`src/rtl/seq_calculator.sv`:
```
// seq_calculator
//   Width-generic sequential arithmetic engine with a start/done handshake.
//   Add/subtract finish in one EXEC cycle, multiply is a shift-add loop
//   (multiplier LSB first), divide is a restoring loop (dividend MSB first),
//   each W iterations. One trailing FIN cycle precedes the done pulse.
//
// Ports
//   clk_i          clock, rising edge
//   rst_i          asynchronous reset, active high
//   start_i        request, accepted only while busy_o = 0
//   op_i           00 add, 01 sub, 10 div, 11 mul
//   a_i, b_i       unsigned operands (a = dividend/minuend, b = divisor/subtrahend)
//   busy_o         operation in progress
//   done_o         one-cycle pulse, outputs valid from this cycle on
//   result_o       2W-bit sum / difference / product / zero-extended quotient
//   remainder_o    divide remainder, 0 otherwise
//   neg_o          subtract with a < b
//   div_by_zero_o  divide with b = 0
//   bcd_o          BCD of |result| (only with CALC_BCD_EN)
//
// Optional feature: define CALC_BCD_EN to add a double-dabble CONV phase
// (2W cycles) and the bcd_o port.
//
// States
//   IDLE | waiting for start_i (also the done-pulse cycle)
//   EXEC | arithmetic, iterated for mul/div
//   CONV | binary to BCD, one bit per cycle (CALC_BCD_EN only)
//   FIN  | last busy cycle, done pulses on the following cycle
module seq_calculator #(
    parameter int W      = 4,
    parameter int DIGITS = 3
) (
    input  logic                  clk_i,
    input  logic                  rst_i,
    input  logic                  start_i,
    input  logic [1:0]            op_i,
    input  logic [W-1:0]          a_i,
    input  logic [W-1:0]          b_i,
    output logic                  busy_o,
    output logic                  done_o,
    output logic [2*W-1:0]        result_o,
    output logic [W-1:0]          remainder_o,
    output logic                  neg_o,
`ifdef CALC_BCD_EN
    output logic [4*DIGITS-1:0]   bcd_o,
`endif
    output logic                  div_by_zero_o
);

    localparam int CW = $clog2(W + 1);
    localparam logic [1:0] OP_ADD = 2'b00;
    localparam logic [1:0] OP_SUB = 2'b01;
    localparam logic [1:0] OP_DIV = 2'b10;
    localparam logic [1:0] OP_MUL = 2'b11;

`ifdef CALC_BCD_EN
    typedef enum logic [1:0] {S_IDLE, S_EXEC, S_CONV, S_FIN} state_t;
    localparam int CCW = $clog2(2 * W + 1);
`else
    typedef enum logic [1:0] {S_IDLE, S_EXEC, S_FIN} state_t;
`endif

    state_t             state_q, state_d;
    logic               busy_q, busy_d, done_q, done_d;
    logic               neg_q, neg_d, dbz_q, dbz_d;
    logic [2*W-1:0]     result_q, result_d;
    logic [W-1:0]       rem_q, rem_d;
    logic [1:0]         op_q, op_d;
    logic [W-1:0]       a_q, a_d, b_q, b_d;
    logic [CW-1:0]      cnt_q, cnt_d;
    // mul: acc = partial product, mcand = a shifted left, mplier = b shifted right
    // div: acc = quotient shifted in, mplier = dividend shifted left, prem = partial remainder
    logic [2*W-1:0]     acc_q, acc_d, mcand_q, mcand_d;
    logic [W-1:0]       mplier_q, mplier_d, prem_q, prem_d;
    logic [W:0]         trial;
    logic               qbit, exec_last;
`ifdef CALC_BCD_EN
    logic [CCW-1:0]     ccnt_q, ccnt_d;
    logic [2*W-1:0]     bin_q, bin_d;
    logic [4*DIGITS-1:0] bcdw_q, bcdw_d, bcd_q, bcd_d, work;
`endif

    always_ff @(posedge clk_i or posedge rst_i) begin
        if (rst_i) begin
            state_q  <= S_IDLE;
            busy_q   <= 1'b0;
            done_q   <= 1'b0;
            neg_q    <= 1'b0;
            dbz_q    <= 1'b0;
            result_q <= '0;
            rem_q    <= '0;
            op_q     <= '0;
            a_q      <= '0;
            b_q      <= '0;
            cnt_q    <= '0;
            acc_q    <= '0;
            mcand_q  <= '0;
            mplier_q <= '0;
            prem_q   <= '0;
`ifdef CALC_BCD_EN
            ccnt_q   <= '0;
            bin_q    <= '0;
            bcdw_q   <= '0;
            bcd_q    <= '0;
`endif
        end else begin
            state_q  <= state_d;
            busy_q   <= busy_d;
            done_q   <= done_d;
            neg_q    <= neg_d;
            dbz_q    <= dbz_d;
            result_q <= result_d;
            rem_q    <= rem_d;
            op_q     <= op_d;
            a_q      <= a_d;
            b_q      <= b_d;
            cnt_q    <= cnt_d;
            acc_q    <= acc_d;
            mcand_q  <= mcand_d;
            mplier_q <= mplier_d;
            prem_q   <= prem_d;
`ifdef CALC_BCD_EN
            ccnt_q   <= ccnt_d;
            bin_q    <= bin_d;
            bcdw_q   <= bcdw_d;
            bcd_q    <= bcd_d;
`endif
        end
    end

    always_comb begin
        state_d   = state_q;
        busy_d    = busy_q;
        done_d    = 1'b0;
        neg_d     = neg_q;
        dbz_d     = dbz_q;
        result_d  = result_q;
        rem_d     = rem_q;
        op_d      = op_q;
        a_d       = a_q;
        b_d       = b_q;
        cnt_d     = cnt_q;
        acc_d     = acc_q;
        mcand_d   = mcand_q;
        mplier_d  = mplier_q;
        prem_d    = prem_q;
        trial     = '0;
        qbit      = 1'b0;
        exec_last = 1'b0;
`ifdef CALC_BCD_EN
        ccnt_d    = ccnt_q;
        bin_d     = bin_q;
        bcdw_d    = bcdw_q;
        bcd_d     = bcd_q;
        work      = '0;
`endif
        case (state_q)
            S_IDLE: begin
                if (start_i) begin
                    op_d     = op_i;
                    a_d      = a_i;
                    b_d      = b_i;
                    neg_d    = 1'b0;
                    dbz_d    = 1'b0;
                    rem_d    = '0;
                    cnt_d    = '0;
                    acc_d    = '0;
                    prem_d   = '0;
                    mcand_d  = {{W{1'b0}}, a_i};
                    mplier_d = (op_i == OP_DIV) ? a_i : b_i;
                    busy_d   = 1'b1;
                    state_d  = S_EXEC;
`ifdef CALC_BCD_EN
                    bcd_d    = '0;
`endif
                end
            end
            S_EXEC: begin
                case (op_q)
                    OP_ADD: begin
                        result_d  = {{W{1'b0}}, a_q} + {{W{1'b0}}, b_q};
                        exec_last = 1'b1;
                    end
                    OP_SUB: begin
                        // 2W-bit wraparound gives the sign extension for free
                        result_d  = {{W{1'b0}}, a_q} - {{W{1'b0}}, b_q};
                        neg_d     = (a_q < b_q);
                        exec_last = 1'b1;
                    end
                    OP_MUL: begin
                        acc_d    = mplier_q[0] ? (acc_q + mcand_q) : acc_q;
                        mcand_d  = mcand_q << 1;
                        mplier_d = mplier_q >> 1;
                        if (cnt_q == CW'(W - 1)) begin
                            result_d  = acc_d;
                            exec_last = 1'b1;
                        end else begin
                            cnt_d = cnt_q + CW'(1);
                        end
                    end
                    OP_DIV: begin
                        if (b_q == '0) begin
                            result_d  = {{W{1'b0}}, {W{1'b1}}};
                            rem_d     = a_q;
                            dbz_d     = 1'b1;
                            exec_last = 1'b1;
                        end else begin
                            trial    = {prem_q, mplier_q[W-1]};
                            qbit     = (trial >= {1'b0, b_q});
                            // a restored remainder is below b, so W bits suffice
                            prem_d   = qbit ? (trial[W-1:0] - b_q) : trial[W-1:0];
                            acc_d    = {acc_q[2*W-2:0], qbit};
                            mplier_d = mplier_q << 1;
                            if (cnt_q == CW'(W - 1)) begin
                                result_d  = {{W{1'b0}}, acc_d[W-1:0]};
                                rem_d     = prem_d;
                                exec_last = 1'b1;
                            end else begin
                                cnt_d = cnt_q + CW'(1);
                            end
                        end
                    end
                endcase
                if (exec_last) begin
`ifdef CALC_BCD_EN
                    bin_d   = neg_d ? (~result_d + {{(2*W-1){1'b0}}, 1'b1}) : result_d;
                    bcdw_d  = '0;
                    ccnt_d  = '0;
                    state_d = S_CONV;
`else
                    state_d = S_FIN;
`endif
                end
            end
`ifdef CALC_BCD_EN
            S_CONV: begin
                work = bcdw_q;
                for (int i = 0; i < DIGITS; i++) begin
                    if (work[4*i +: 4] >= 4'd5) work[4*i +: 4] = work[4*i +: 4] + 4'd3;
                end
                bcdw_d = {work[4*DIGITS-2:0], bin_q[2*W-1]};
                bin_d  = bin_q << 1;
                if (ccnt_q == CCW'(2 * W - 1)) begin
                    bcd_d   = bcdw_d;
                    state_d = S_FIN;
                end else begin
                    ccnt_d = ccnt_q + CCW'(1);
                end
            end
`endif
            S_FIN: begin
                busy_d  = 1'b0;
                done_d  = 1'b1;
                state_d = S_IDLE;
            end
            default: state_d = S_IDLE;
        endcase
    end

    assign busy_o        = busy_q;
    assign done_o        = done_q;
    assign result_o      = result_q;
    assign remainder_o   = rem_q;
    assign neg_o         = neg_q;
    assign div_by_zero_o = dbz_q;
`ifdef CALC_BCD_EN
    assign bcd_o         = bcd_q;
`endif

endmodule

```
`config.mk`:
```
export PLATFORM = sky130hd
export DESIGN_NAME = seq_calculator
export DESIGN_NICKNAME = d
export VERILOG_FILES = /design/src/rtl/seq_calculator.sv
export SDC_FILE = /design/constraint.sdc
export NUM_CORES = 1
export LEC_CHECK = 0
export BUFFER_PORTS_ARGS = -buffer_cell sky130_fd_sc_hd__buf_2
export CAP_MARGIN = 40
export CORE_ASPECT_RATIO = 0.9
export CORE_MARGIN = 10
export CORE_UTILIZATION = 45
export DETAILED_ROUTE_END_ITERATION = 12
export HOLD_SLACK_MARGIN = 0.15
export PLACE_DENSITY_LB_ADDON = 0.1
export RECOVER_POWER = 50
export SLEW_MARGIN = 20
export SYNTH_ARGS = -nofsm -noshare
export SYNTH_HDL_FRONTEND = slang
export SYNTH_SLANG_ARGS = --single-unit
```
`constraint.sdc`:
```
create_clock -name clk_i -period 2.35 [get_ports clk_i]
set_input_delay 0.47 -clock clk_i [delete_from_list [all_inputs] [get_ports clk_i]]
set_output_delay 0.47 -clock clk_i [all_outputs]
set_load 0.005 [all_outputs]
```
After elaboration in Yosys (flattened, before gate mapping)
Cells that the tools add are included.
- add/subtract/negate cells: 5
- order comparisons: 2
- equal/unequal tests: 19
- muxes and demuxes: 47
- reduce and logical (&&, ||, !) cells: 16
- operators by type and width (kind ; number):
    8-bit 2-to-1 mux ; 8
    8-bit case mux with 2 select lines ; 3
    4-bit 2-to-1 mux ; 10
    4-bit case mux with 2 select lines ; 4
    8-bit case mux with 4 select lines ; 1
    4-bit AND reduction ; 4
    3-bit case mux with 2 select lines ; 2
    2-bit inequality test, second input constant ; 5
    1-bit 2-to-1 mux ; 9
    3-bit 2-to-1 mux ; 3
    3-bit inequality test, second input constant ; 3
    3-bit AND reduction ; 3
    8-bit adder ; 1
    2-bit equality test, second input constant ; 4
    2-bit by 1-bit inequality test with 1-bit output, second input constant ; 3
    1-bit case mux with 2 select lines ; 3
    2-bit AND reduction ; 3
    4-bit by 4-bit adder with 5-bit output ; 1
    5-bit by 4-bit greater-or-equal comparator with 1-bit output ; 1
    4-bit by 4-bit subtractor with 5-bit output ; 1
    2-bit by 1-bit equality test with 1-bit output, second input constant ; 2
    2-bit logical NOT ; 2
    4-bit logical NOT ; 1
    4-bit less-than comparator ; 1
    9 further kinds ; 11
- bits in registers: 55
- bits of input ports: 13
- output and inout port bits: 16
- word-level logic and storage cells: 104

Depth between registers and ports, before layout
- depth in word-level cells: 7
- mapped depth: 8
- mapped depth without buffers: 8

Worst setup path before layout
No wires, ideal clock.
- path type: reg-to-reg
- start point: register acc_q[1]
- end point: register acc_q[7]
- library setup time: 0.124 ns
- data arrival time: 2.017 ns
- required time: 2.226 ns
- path slack: 0.209 ns
- cell stages (with the launch flop): 7
- buffers on the path: 0
- period minus slack after synthesis: 2.141 ns
- cell sequence: dfrtp_1 ha_1 a211oi_1 o211ai_1 o211ai_1 mux2_2 a211o_1
- cells in the longest elaborated chain, start to end: 4
- ends and longest elaborated chain (item ; line ; text):
    start: declaration ; 73 ; logic [2*W-1:0] acc_q, acc_d, mcand_q, mcand_d;
    start signal: assignment ; 96 ; acc_q <= '0;
    start signal: assignment ; 118 ; acc_q <= acc_d;
    8-bit adder ; 191 ; acc_d = mplier_q[0] ? (acc_q + mcand_q) : acc_q;
    8-bit 2-to-1 mux ; 191 ;
    8-bit case mux with 2 select lines ; 179 ; case (op_q)
    8-bit case mux with 2 select lines ; 157 ; case (state_q)
Every way passes these cells.
A chain may end at the register's enable or synchronous reset.

Worst setup path in the final report
- start point: register acc_q[6]
- end point: register acc_q[7]
- cells in the longest elaborated chain, start to end: 4
- elaborated cells between the ends (all ways): 5
- those cells by class: add/sub: 1; mux: 4
- ends and longest elaborated chain (item ; line):
    8-bit adder ; 191
    8-bit 2-to-1 mux ; 191
    8-bit case mux with 2 select lines * ; 179
    8-bit case mux with 2 select lines * ; 157
Mark *: on every way between the ends. The rest lies on a longest branch, timed or not. The select of a mux whose other input is x is not followed.

==> flow_summary.yaml <==
status:
  status: "completed"
clock_network:
  clk_latency_ns: 0.32
  cts_max_level: 2
  path_clk_slew_ns: 0.11
  cts_buffers: 5
  cts_max_path_buffers: 2
  cts_sinks: 55
  cts_tree: "done"
  root_buffer: "clkbuf_8"
grt:
  antenna_found_initial: 0
  grt_usage: 0.1633
  grt_pass1_wl_um: 15770
  grt_max_degree: 24
  grt_pass1_vias: 2964
  overflow: 0
floorplan:
  dieArea_sq_mm: 0.01173
  die_x_um: 113.0
  floorplan.initialDensity: 0.4624
  boundaryPins: 29
  num_rows: 30
  die_h_um: 103.7
  core_area_sq_mm: 0.007582
cells_and_area:
  final_common_cell: "dfrtp_1"
  n_antenna_cell: 0
  layout_common_cells: "dfrtp_1 (53), nand2_1 (50), nor2_1 (45)"
  nNetsFinal: 481
  layout-drive-gt1-share: 0.1306
  area_delta_synth_final_pct: 14.31
  register_area_sq_mm: 0.001379
  multiInputGateArea_sq_mm: 0.002003
  nFillCells: 745
detailed_routing:
  wirelength_um: 9638
  num_vias: 3062
  drt_iter0_drc: 190
  drcViolationCount: 0
  wl_per_cell_um: 17.85
  ant_nets: 0
  firstDrtPassIters: 4
  via_per_inst: 5.670
sta:
  fin_crit_sh: 0.9655
  fmax_mhz: 440.7
  tns_ns: 0
  holdWs_ns: 0.3598
  max_slew_margin: 0.4922
  final-max-slew-violation-count: 0
  worst_pin_slew_ns: 0.7617
  fin_skew_ns: 0.008393
  rsz0062_at_grt: "no"
  period_needed_ns: 2.269
  setup_viol: 0
  finalHoldViolCount: 0
worst_setup_path:
  crit_type: "reg -> reg"
  path_cells: "ha_1 > a21o_1 > a221oi_1 > o211ai_1 > mux2_2 > a211o_1"
  cp-end-kind: "flop"
  cpPeakStageDelay_ns: 0.44
  crit_fanout: 7
  crit_slowest_cell: "dfrtp_1"
  critPathLaunchType: "flop"
  required_ns: 2.56
  cp.arrival_ns: 2.47
synthesis:
  synthSimpleGateAreaFrac: 0.1849
  yosys_warnings: 0
  ys_seq_area_frac: 0.3926
  synth-xor-area-share: 0.01249
  postSynth.topFlopCell: "dfrtp_1"
  synth-edff-count: 0
  ys_types: 52
  ys_async_sr_fraction: 1.000
  synthMuxAreaShare: 0.04497
  syn_nets: 436
  syn-cell-area_sq_mm: 0.003506
  synth_compound_area_frac: 0.2284
  synth_top_family_by_area: "compound AO/OA/AOI/OAI gates"
  syn_area_per_cell_sq_um: 8.809
  synth_fa_ha_area_frac: 0.09779
  syn-instance-count: 398
  ys_ff_latch: 55
pwr:
  p_leak_nw: 1.781
  power_density_mw_per_mm2: 1490
  power.total_mw: 5.970
  peakVddDrop_mv: 0.5546
place:
  dpl.hpwl_um: 7561
  io_buffers: 28
  routabilityCongestion: 0.8710
flow_run:
  maxCapViolCount: 0
worst_hold_path:
  hp-class: "in -> reg"
-- cells in the mapped netlist, drive strengths merged (2+ instances only) --
master / number / area share
inv: 17 / 0.018
clkbuf: 14 / 0.015
a22o: 5 / 0.012
buf: 4 / 0.0057
o21ai: 40 / 0.060
mux2: 2 / 0.0064
nand2b: 4 / 0.0071
nor4: 2 / 0.0036
nor4b: 2 / 0.0050
a21o: 3 / 0.0064
o31a: 2 / 0.0050
o211ai: 7 / 0.015
nand3b: 6 / 0.013
a31oi: 5 / 0.0089
o22ai: 6 / 0.011
xor2: 4 / 0.010
nor2b: 6 / 0.011
mux4: 2 / 0.013
nand2: 50 / 0.054
mux2i: 9 / 0.026
o22a: 3 / 0.0075
nor2: 46 / 0.050
dfrtp: 55 / 0.39
and3: 2 / 0.0036
and2: 2 / 0.0036
nor3: 7 / 0.010
a211oi: 5 / 0.011
o21a: 4 / 0.0086
nand3: 3 / 0.0043
o31ai: 12 / 0.026
nor3b: 4 / 0.0086
ha: 21 / 0.075
fa: 4 / 0.023
a21oi: 25 / 0.036
-- state kept, by name, indices dropped and copies added (netlist names), 2 cells and up --
register	count
acc_q	8
remainder_o	4
mplier_q	4
op_q	2
b_q	4
result_o	8
prem_q	4
cnt_q	3
mcand_q	8
a_q	4
state_q	2
-- cell families after synthesis --
family,after synthesis
buffers and inverters,35
adder cells (fa/ha/maj),25
AND/OR/NAND/NOR,139
XOR/XNOR,5
AO/OA/AOI/OAI,126
multiplexers,13
flip-flops,55
-- worst max-delay path, delay by kind of cell (launching register included) --
family	cells	cell delay, ns
adders and majority gates	1	0.41
AOI/OAI and AO/OA	4	1.01
DFF	1	0.44
muxes	1	0.31
-- area by class of cell --
| type | count | share of cell area |
|---|---|---|
| clock inverters | 1 | 0.001873 |
| flip-flops and latches | 55 | 0.3441 |
| multi-input cells | 308 | 0.4998 |
| inverters | 17 | 0.01592 |
| repair buffers | 56 | 0.08430 |
| well taps | 96 | 0.02997 |
| clock buffers | 7 | 0.02404 |
-- path summary, 6_finish.rpt --
check | startpoint | endpoint | slack (ns) | cells past startpoint
min in group asynchronous | rst_i | div_by_zero_o | 0.82 | 3
worst min-delay path | op_i[0] | op_q[0] | 0.36 | 3
worst max register to register | acc_q[6] | acc_q[7] | 0.08 | 6
worst min register to register | state_q[0] | done_o | 0.51 | 1
max in group asynchronous | rst_i | mcand_q[1] | 0.56 | 4
worst max-delay path | acc_q[6] | acc_q[7] | 0.08 | 6
-- where the power goes --
part,internal (mW),switching (mW)
clock,0.269,0.332
combinational,1.53,2.08
sequential,1.35,0.412
total,3.15,2.82
-- stage by stage --
| step | utilization | cells | setup slack, ns | cell area, sq um |
|---|---|---|---|---|
| 3_5_place_dp | 0.5162 | 531 | 0.1054 | 3914 |
| 3_3_place_gp | 0.5162 | 531 | 0.1500 | 3914 |
| 5_1_grt | 0.5285 | 540 | 0.006234 | 4008 |
| 6_report | 0.5285 | 540 | 0.08104 | 4008 |
| 2_1_floorplan | - | 398 | 0.2089 | 3506 |
| 4_1_cts | 0.5312 | 540 | 0.08828 | 4028 |
-- timing repair --
| item | in CTS | in global routing |
|---|---|---|
| hold buffers | 1 | 0 |
| buffers inserted | 0 | 0 |
| endpoints found under the setup margin | 0 | 8 |
| gates resized for setup | 0 | 6 |
| hold endpoints to repair | 17 | 0 |
-- per-layer routing --
| metal | GRT usage | wire length, um | vias up |
|---|---|---|---|
| met2 | 0.2336 | 3972 | 84 |
| met4 | 0.03170 | 61 | 0 |
| met3 | 0.03691 | 689 | 7 |
| met5 | 0 | 0 | - |
| met1 | 0.2429 | 4914 | 1458 |
| li1 | - | - | 1513 |
Note: power is estimated with default switching activity, not from simulation.
